`src/rtl/debounce_pkg.sv`:
```
// Shared definitions for the multi-channel debouncer: per-channel state
// encoding and a constant-evaluable ceiling-log2 used for width checks.
package debounce_pkg;

  typedef enum logic [1:0] {
    ST_STABLE_LO = 2'd0,
    ST_PEND_HI   = 2'd1,
    ST_STABLE_HI = 2'd2,
    ST_PEND_LO   = 2'd3
  } deb_state_e;

  // Smallest r such that 2**r >= value.
  function automatic int clog2(input longint unsigned value);
    int result;
    result = 0;
    for (int i = 0; i < 64; i++) begin
      if ((64'd1 << i) < value) begin
        result = i + 1;
      end else begin
        result = result;
      end
    end
    return result;
  endfunction

endpackage

```
`src/rtl/debounce_channel.sv`:
```
// One debouncer channel: 2-FF synchroniser, symmetric press/release filter,
// debounced level, registered rise/fall pulses and a one-shot long-press pulse.
module debounce_channel
  import debounce_pkg::*;
#(
  parameter int STABLE_CYCLES = 250000,
  parameter int HOLD_CYCLES   = 25000000,
  parameter int CNT_W         = 25
) (
  input  logic clk,
  input  logic rst_n,
  input  logic raw_i,
  output logic level_o,
  output logic rise_o,
  output logic fall_o,
  output logic hold_o
);

  localparam logic [CNT_W-1:0] CNT_ZERO = CNT_W'(0);
  localparam logic [CNT_W-1:0] CNT_ONE  = CNT_W'(1);
  localparam logic [CNT_W-1:0] CNT_LAST = CNT_W'(STABLE_CYCLES - 1);
  localparam logic [CNT_W-1:0] HOLD_MAX = CNT_W'(HOLD_CYCLES);

  logic             sync1_q, sync2_q;
  deb_state_e       state_q, state_d;
  logic [CNT_W-1:0] cnt_q, cnt_d;
  logic [CNT_W-1:0] hcnt_q, hcnt_d;
  logic             level_q, level_d;
  logic             rise_q, rise_d;
  logic             fall_q, fall_d;
  logic             hold_q, hold_d;
  logic             enter_hi_s, enter_lo_s, high_side_s;

  always_ff @(posedge clk) begin
    if (!rst_n) begin
      sync1_q <= 1'b0;
      sync2_q <= 1'b0;
      state_q <= ST_STABLE_LO;
      cnt_q   <= CNT_ZERO;
      hcnt_q  <= CNT_ZERO;
      level_q <= 1'b0;
      rise_q  <= 1'b0;
      fall_q  <= 1'b0;
      hold_q  <= 1'b0;
    end else begin
      sync1_q <= raw_i;
      sync2_q <= sync1_q;
      state_q <= state_d;
      cnt_q   <= cnt_d;
      hcnt_q  <= hcnt_d;
      level_q <= level_d;
      rise_q  <= rise_d;
      fall_q  <= fall_d;
      hold_q  <= hold_d;
    end
  end

  always_comb begin
    state_d = state_q;
    cnt_d   = cnt_q;
    case (state_q)
      ST_STABLE_LO: begin
        if (sync2_q) begin
          if (STABLE_CYCLES == 1) begin
            state_d = ST_STABLE_HI;
            cnt_d   = CNT_ZERO;
          end else begin
            state_d = ST_PEND_HI;
            cnt_d   = CNT_ONE;
          end
        end else begin
          cnt_d = CNT_ZERO;
        end
      end
      ST_PEND_HI: begin
        if (!sync2_q) begin
          state_d = ST_STABLE_LO;
          cnt_d   = CNT_ZERO;
        end else if (cnt_q == CNT_LAST) begin
          state_d = ST_STABLE_HI;
          cnt_d   = CNT_ZERO;
        end else begin
          cnt_d = cnt_q + CNT_ONE;
        end
      end
      ST_STABLE_HI: begin
        if (!sync2_q) begin
          if (STABLE_CYCLES == 1) begin
            state_d = ST_STABLE_LO;
            cnt_d   = CNT_ZERO;
          end else begin
            state_d = ST_PEND_LO;
            cnt_d   = CNT_ONE;
          end
        end else begin
          cnt_d = CNT_ZERO;
        end
      end
      ST_PEND_LO: begin
        if (sync2_q) begin
          state_d = ST_STABLE_HI;
          cnt_d   = CNT_ZERO;
        end else if (cnt_q == CNT_LAST) begin
          state_d = ST_STABLE_LO;
          cnt_d   = CNT_ZERO;
        end else begin
          cnt_d = cnt_q + CNT_ONE;
        end
      end
      default: begin
        state_d = ST_STABLE_LO;
        cnt_d   = CNT_ZERO;
      end
    endcase
  end

  // A PEND_LO -> STABLE_HI bounce is not a new press, so only a crossing
  // from the low side counts as entering the high level.
  always_comb begin
    high_side_s = (state_q == ST_STABLE_HI) || (state_q == ST_PEND_LO);
    enter_hi_s  = (state_d == ST_STABLE_HI) && !high_side_s;
    enter_lo_s  = (state_d == ST_STABLE_LO) && high_side_s;
    hcnt_d      = hcnt_q;
    if (enter_hi_s || enter_lo_s) begin
      hcnt_d = CNT_ZERO;
    end else if (high_side_s && (hcnt_q != HOLD_MAX)) begin
      hcnt_d = hcnt_q + CNT_ONE;
    end else begin
      hcnt_d = hcnt_q;
    end
    level_d = (state_d == ST_STABLE_HI) || (state_d == ST_PEND_LO);
    rise_d  = enter_hi_s;
    fall_d  = enter_lo_s;
    hold_d  = (hcnt_d == HOLD_MAX) && (hcnt_q != HOLD_MAX);
  end

  assign level_o = level_q;
  assign rise_o  = rise_q;
  assign fall_o  = fall_q;
  assign hold_o  = hold_q;

endmodule

```
`src/rtl/multi_debouncer.sv`:
```
// N independent debouncer channels between board pins and control logic;
// every output is registered and synchronous to clk.
module multi_debouncer
  import debounce_pkg::*;
#(
  parameter int NUM_CH        = 4,
  parameter int STABLE_CYCLES = 250000,
  parameter int HOLD_CYCLES   = 25000000,
  parameter int CNT_W         = 25
) (
  input  logic              clk,
  input  logic              rst_n,
  input  logic [NUM_CH-1:0] raw_in,
  output logic [NUM_CH-1:0] level_out,
  output logic [NUM_CH-1:0] rise_pulse,
  output logic [NUM_CH-1:0] fall_pulse,
  output logic [NUM_CH-1:0] hold_pulse
);

  localparam longint unsigned MAX_CYCLES =
    (STABLE_CYCLES > HOLD_CYCLES) ? longint'(STABLE_CYCLES) : longint'(HOLD_CYCLES);

  if (STABLE_CYCLES < 1) begin : g_bad_stable
    $error("multi_debouncer: STABLE_CYCLES must be >= 1");
  end
  if (HOLD_CYCLES < 1) begin : g_bad_hold
    $error("multi_debouncer: HOLD_CYCLES must be >= 1");
  end
  if (CNT_W < clog2(MAX_CYCLES + 64'd1)) begin : g_bad_width
    $error("multi_debouncer: CNT_W too narrow for STABLE_CYCLES/HOLD_CYCLES");
  end

  for (genvar ch = 0; ch < NUM_CH; ch++) begin : g_ch
    debounce_channel #(
      .STABLE_CYCLES (STABLE_CYCLES),
      .HOLD_CYCLES   (HOLD_CYCLES),
      .CNT_W         (CNT_W)
    ) u_channel (
      .clk     (clk),
      .rst_n   (rst_n),
      .raw_i   (raw_in[ch]),
      .level_o (level_out[ch]),
      .rise_o  (rise_pulse[ch]),
      .fall_o  (fall_pulse[ch]),
      .hold_o  (hold_pulse[ch])
    );
  end

endmodule

```
`config.mk`:
```
export PLATFORM = sky130hd
export DESIGN_NAME = multi_debouncer
export DESIGN_NICKNAME = d
export VERILOG_FILES = /design/src/rtl/debounce_pkg.sv /design/src/rtl/debounce_channel.sv /design/src/rtl/multi_debouncer.sv
export SDC_FILE = /design/constraint.sdc
export NUM_CORES = 1
export LEC_CHECK = 0
export BUFFER_PORTS_ARGS = -buffer_cell sky130_fd_sc_hd__buf_2
export CAP_MARGIN = 20
export CORE_ASPECT_RATIO = 2
export CORE_MARGIN = 4
export CORE_UTILIZATION = 55
export DETAILED_ROUTE_END_ITERATION = 8
export PLACE_DENSITY = 0.71
export SLEW_MARGIN = 15
export SYNTH_ARGS = -nofsm -noshare
export SYNTH_HDL_FRONTEND = slang
export SYNTH_SLANG_ARGS = --single-unit
```
`constraint.sdc`:
```
create_clock -name clk -period 2.87 [get_ports clk]
set_input_delay 0.1435 -clock clk [delete_from_list [all_inputs] [get_ports clk]]
set_output_delay 0.1435 -clock clk [all_outputs]
set_load 0.1 [all_outputs]
```
==> results.txt <==
Arr. time, crit path -> 3.03 ns
top_reg_cell synth -> dfxtp_1
total track usage -> 0.2159
1st-iter DRT viols -> 359
Mapped Area -> 11350 µm²
CTS root buffer -> clkbuf_16
initial antenna violation count -> 0
Clock Sinks -> 232
Starting Density -> 0.5572
Pre-antenna DRT Iters -> 4
highest-delay cell along the critical path -> dfxtp_1
Final nets -> 1367
Syn Nets -> 1359
Slew headroom -> 0.5197
post-route insts no fill -> 1627
RePlAce Congestion -> 0.9168
filler cell count -> 1867
routed wire length -> 24050 µm
# diodes -> 0
startpoint types -> flip-flop
Unique masters post-synth -> 68
Final Hold Vio Count -> 0
maximum clock frequency -> 383.1 MHz
share of cells above drive strength 1 -> 0.07274
Worst Hold Class -> in -> reg
final setup fails -> 0
Worst Hold Depth -> 3
most frequent cell after synthesis -> nor2_1
pwr/cell area -> 495.4 nW/µm²
r2r startpoint -> g_ch[3].u_channel.hcnt_q[3]
synth cell count leaders -> nor2_1 (237), dfxtp_1 (232), xor2_1 (98)
Warnings, synthesis -> 0
largest net degree at the start of global routing -> 39
remaining global-route overflow -> 0
R2R setup slack -> 0.26 ns
Async S/R FF share, synth -> 0
Post-synth EDFFs -> 0
port bufs -> 21
RSZ-0062 raised after global routing -> false
M1 GR Usage -> 0.2183
WHS Endpoint -> g_ch[1].u_channel.state_q[0]
Setup CP Type -> reg -> reg
placed insts -> 1587
clk_skew -> 0.01071 ns
first-pass GRT wire length -> 41480 µm
clock transition at the registers of the reported paths -> 0.06 ns
final setup margin -> 0.2599 ns
Crit path required time -> 3.29 ns
critical path cell sequence -> nand4_4 -> or2_1 -> a211o_1 -> or4b_1 -> or4_1 -> nor4_1
R2R cell count -> 6
Max Slew Vio Count -> 0
average wire per standard cell -> 14.78 µm
max-cap violations -> 0
setup tns final -> 0 ns
vias in the first global route -> 9197
min-delay src -> rst_n
crit-path max FO -> 10
Max IR drop VDD -> 0.0004635 V
Crit path largest cell delay -> 0.53 ns
Period Utilization, post-route -> 0.9094
die area -> 23140 µm²
htree depth -> 1
area delta synth->final -> 9.458%
Core Area -> 20370 µm²
Rows -> 74
Die Ht -> 211.2 µm
sequential area share after synthesis -> 0.4092
Num CTS Buffers -> 22
TritonCTS clock tree -> yes
die width -> 109.6 µm
via count -> 9206
syn_area_per_cell -> 8.464 µm²
global routing usage on met2 -> 0.4222
dpl ws -> 0.2527 ns
Seq cells post-synth -> 232
Static Leak -> 4.194 nW
Remaining DRCs -> 0
later-pin clock latency in the skew report -> 0.51 ns
layer with the highest usage -> met2
min Tclk post-route -> 2.610 ns
endpoint of the worst-slack reg-to-reg timing path -> g_ch[3].u_channel.hold_o
outcome -> complete, no violations
Total Power -> 6.156 mW
vias per cell -> 5.658
# IOs -> 22
global-route met3 utilization -> 0.02294
Synth Instances -> 1341
Area contributors post-synth -> dfxtp_1 (41%), nor2_1 (7.8%), xor2_1 (7.6%)
Worst Tran Pin Value -> 0.7139 ns
ANT nets after route -> 0
crit end category -> flip-flop
clock buffer depth -> 3
share of the synthesized area in the top cell type -> 0.4092
DPL Wire Length -> 17670 µm
cell type with the largest total area after synthesis -> dfxtp_1
cell type report:
type | count | area, µm² | share of cell area
flip-flops and latches | 232 | 4644 | 0.3738
multi-input cells | 1007 | 6236 | 0.5019
well taps | 266 | 332.8 | 0.02679
clock buffers | 34 | 666.9 | 0.05368
clock inverters | 2 | 37.54 | 0.003021
inverters | 29 | 108.9 | 0.008761
repair buffers | 57 | 397.9 | 0.03202
how the worst max path moves through the flow:
stage                                           to  slack (ns)                         from
final                     g_ch[3].u_channel.hold_o        0.26  g_ch[3].u_channel.hcnt_q[3]
after global routing      g_ch[3].u_channel.hold_o        0.16  g_ch[3].u_channel.hcnt_q[3]
after CTS                 g_ch[3].u_channel.hold_o        0.25  g_ch[3].u_channel.hcnt_q[3]
after detailed placement  g_ch[3].u_channel.hold_o        0.25  g_ch[3].u_channel.hcnt_q[3]
after global placement    g_ch[3].u_channel.hold_o        0.27  g_ch[3].u_channel.hcnt_q[3]
after floorplan           g_ch[3].u_channel.hold_o        0.39  g_ch[3].u_channel.hcnt_q[0]
critical path: cells and delay by family, from the launching register on:
family	cells	cell delay, ns
and+or+nand+nor	5	1.71
DFF	1	0.53
AOI/OAI and AO/OA	1	0.28
what timing repair did:
item / 4_1_cts / 5_1_grt
hold buffers: 4 / 0
endpoints found under the hold margin: 4 / 0
setup buffers: 0 / 0
setup endpoints to repair: 0 / 0
gates resized for setup: 0 / 0
report_power, final:
group          switching, mW  internal [mW]
combinational         0.0403         0.0223
sequential           0.00572           3.23
clock                   1.18           1.68
total                   1.23           4.93
per-stage QoR:
step	hold WS (ns)	util	instance area (µm²)
after global placement	0.3511	0.5734	11680
after detailed placement	0.3580	0.5734	11680
after global routing	0.2216	0.6100	12420
final	0.1799	0.6100	12420
after CTS	0.1814	0.6100	12420
after floorplan	0.2708	-	11350
cells by family after synthesis:
| logic type | Yosys count | share of synthesized area |
|---|---|---|
| and+or+nand+nor | 704 | 0.3268 |
| DFF | 232 | 0.4092 |
| xor gates and xnor gates | 190 | 0.1466 |
| buffers and inverters | 102 | 0.04211 |
| AOI/OAI and AO/OA | 92 | 0.05412 |
| adders and majority gates | 12 | 0.01323 |
| muxes | 9 | 0.007937 |
state kept, by name, summed over array words and instances (netlist names):
name,cells
g_ch.u_channel.cnt_q,100
g_ch.u_channel.hold_o,4
g_ch.u_channel.hcnt_q,100
g_ch.u_channel.fall_o,4
g_ch.u_channel.level_o,4
g_ch.u_channel.state_q,8
g_ch.u_channel.sync1_q,4
g_ch.u_channel.sync2_q,4
g_ch.u_channel.rise_o,4
placed cells by master, fill, tap and decap left out, types with 7 or more instances in the layout:
cell	instances
nand2_1	76
nor4b_1	10
nand2b_1	9
buf_2	21
a31oi_1	7
xor2_1	98
nor3b_1	7
ha_1	12
o21ai_0	26
nand4_1	70
clkbuf_16	23
and4_1	20
nand3_1	75
a21oi_1	19
nor2_1	237
nor2b_1	20
nor4_1	28
dfxtp_1	232
and3_1	40
or3_1	17
buf_4	31
mux2i_1	9
and2_1	15
inv_1	29
xnor2_1	92
and4b_1	7
nor3_1	36
or4_1	8
per-layer routing:
layer,vias up,wire length (µm)
met4,0,1014
met1,4336,9001
met3,72,629
li1,4660,-
met2,138,13410
met5,-,0
No activity file was read; power rests on OpenSTA's default activity.
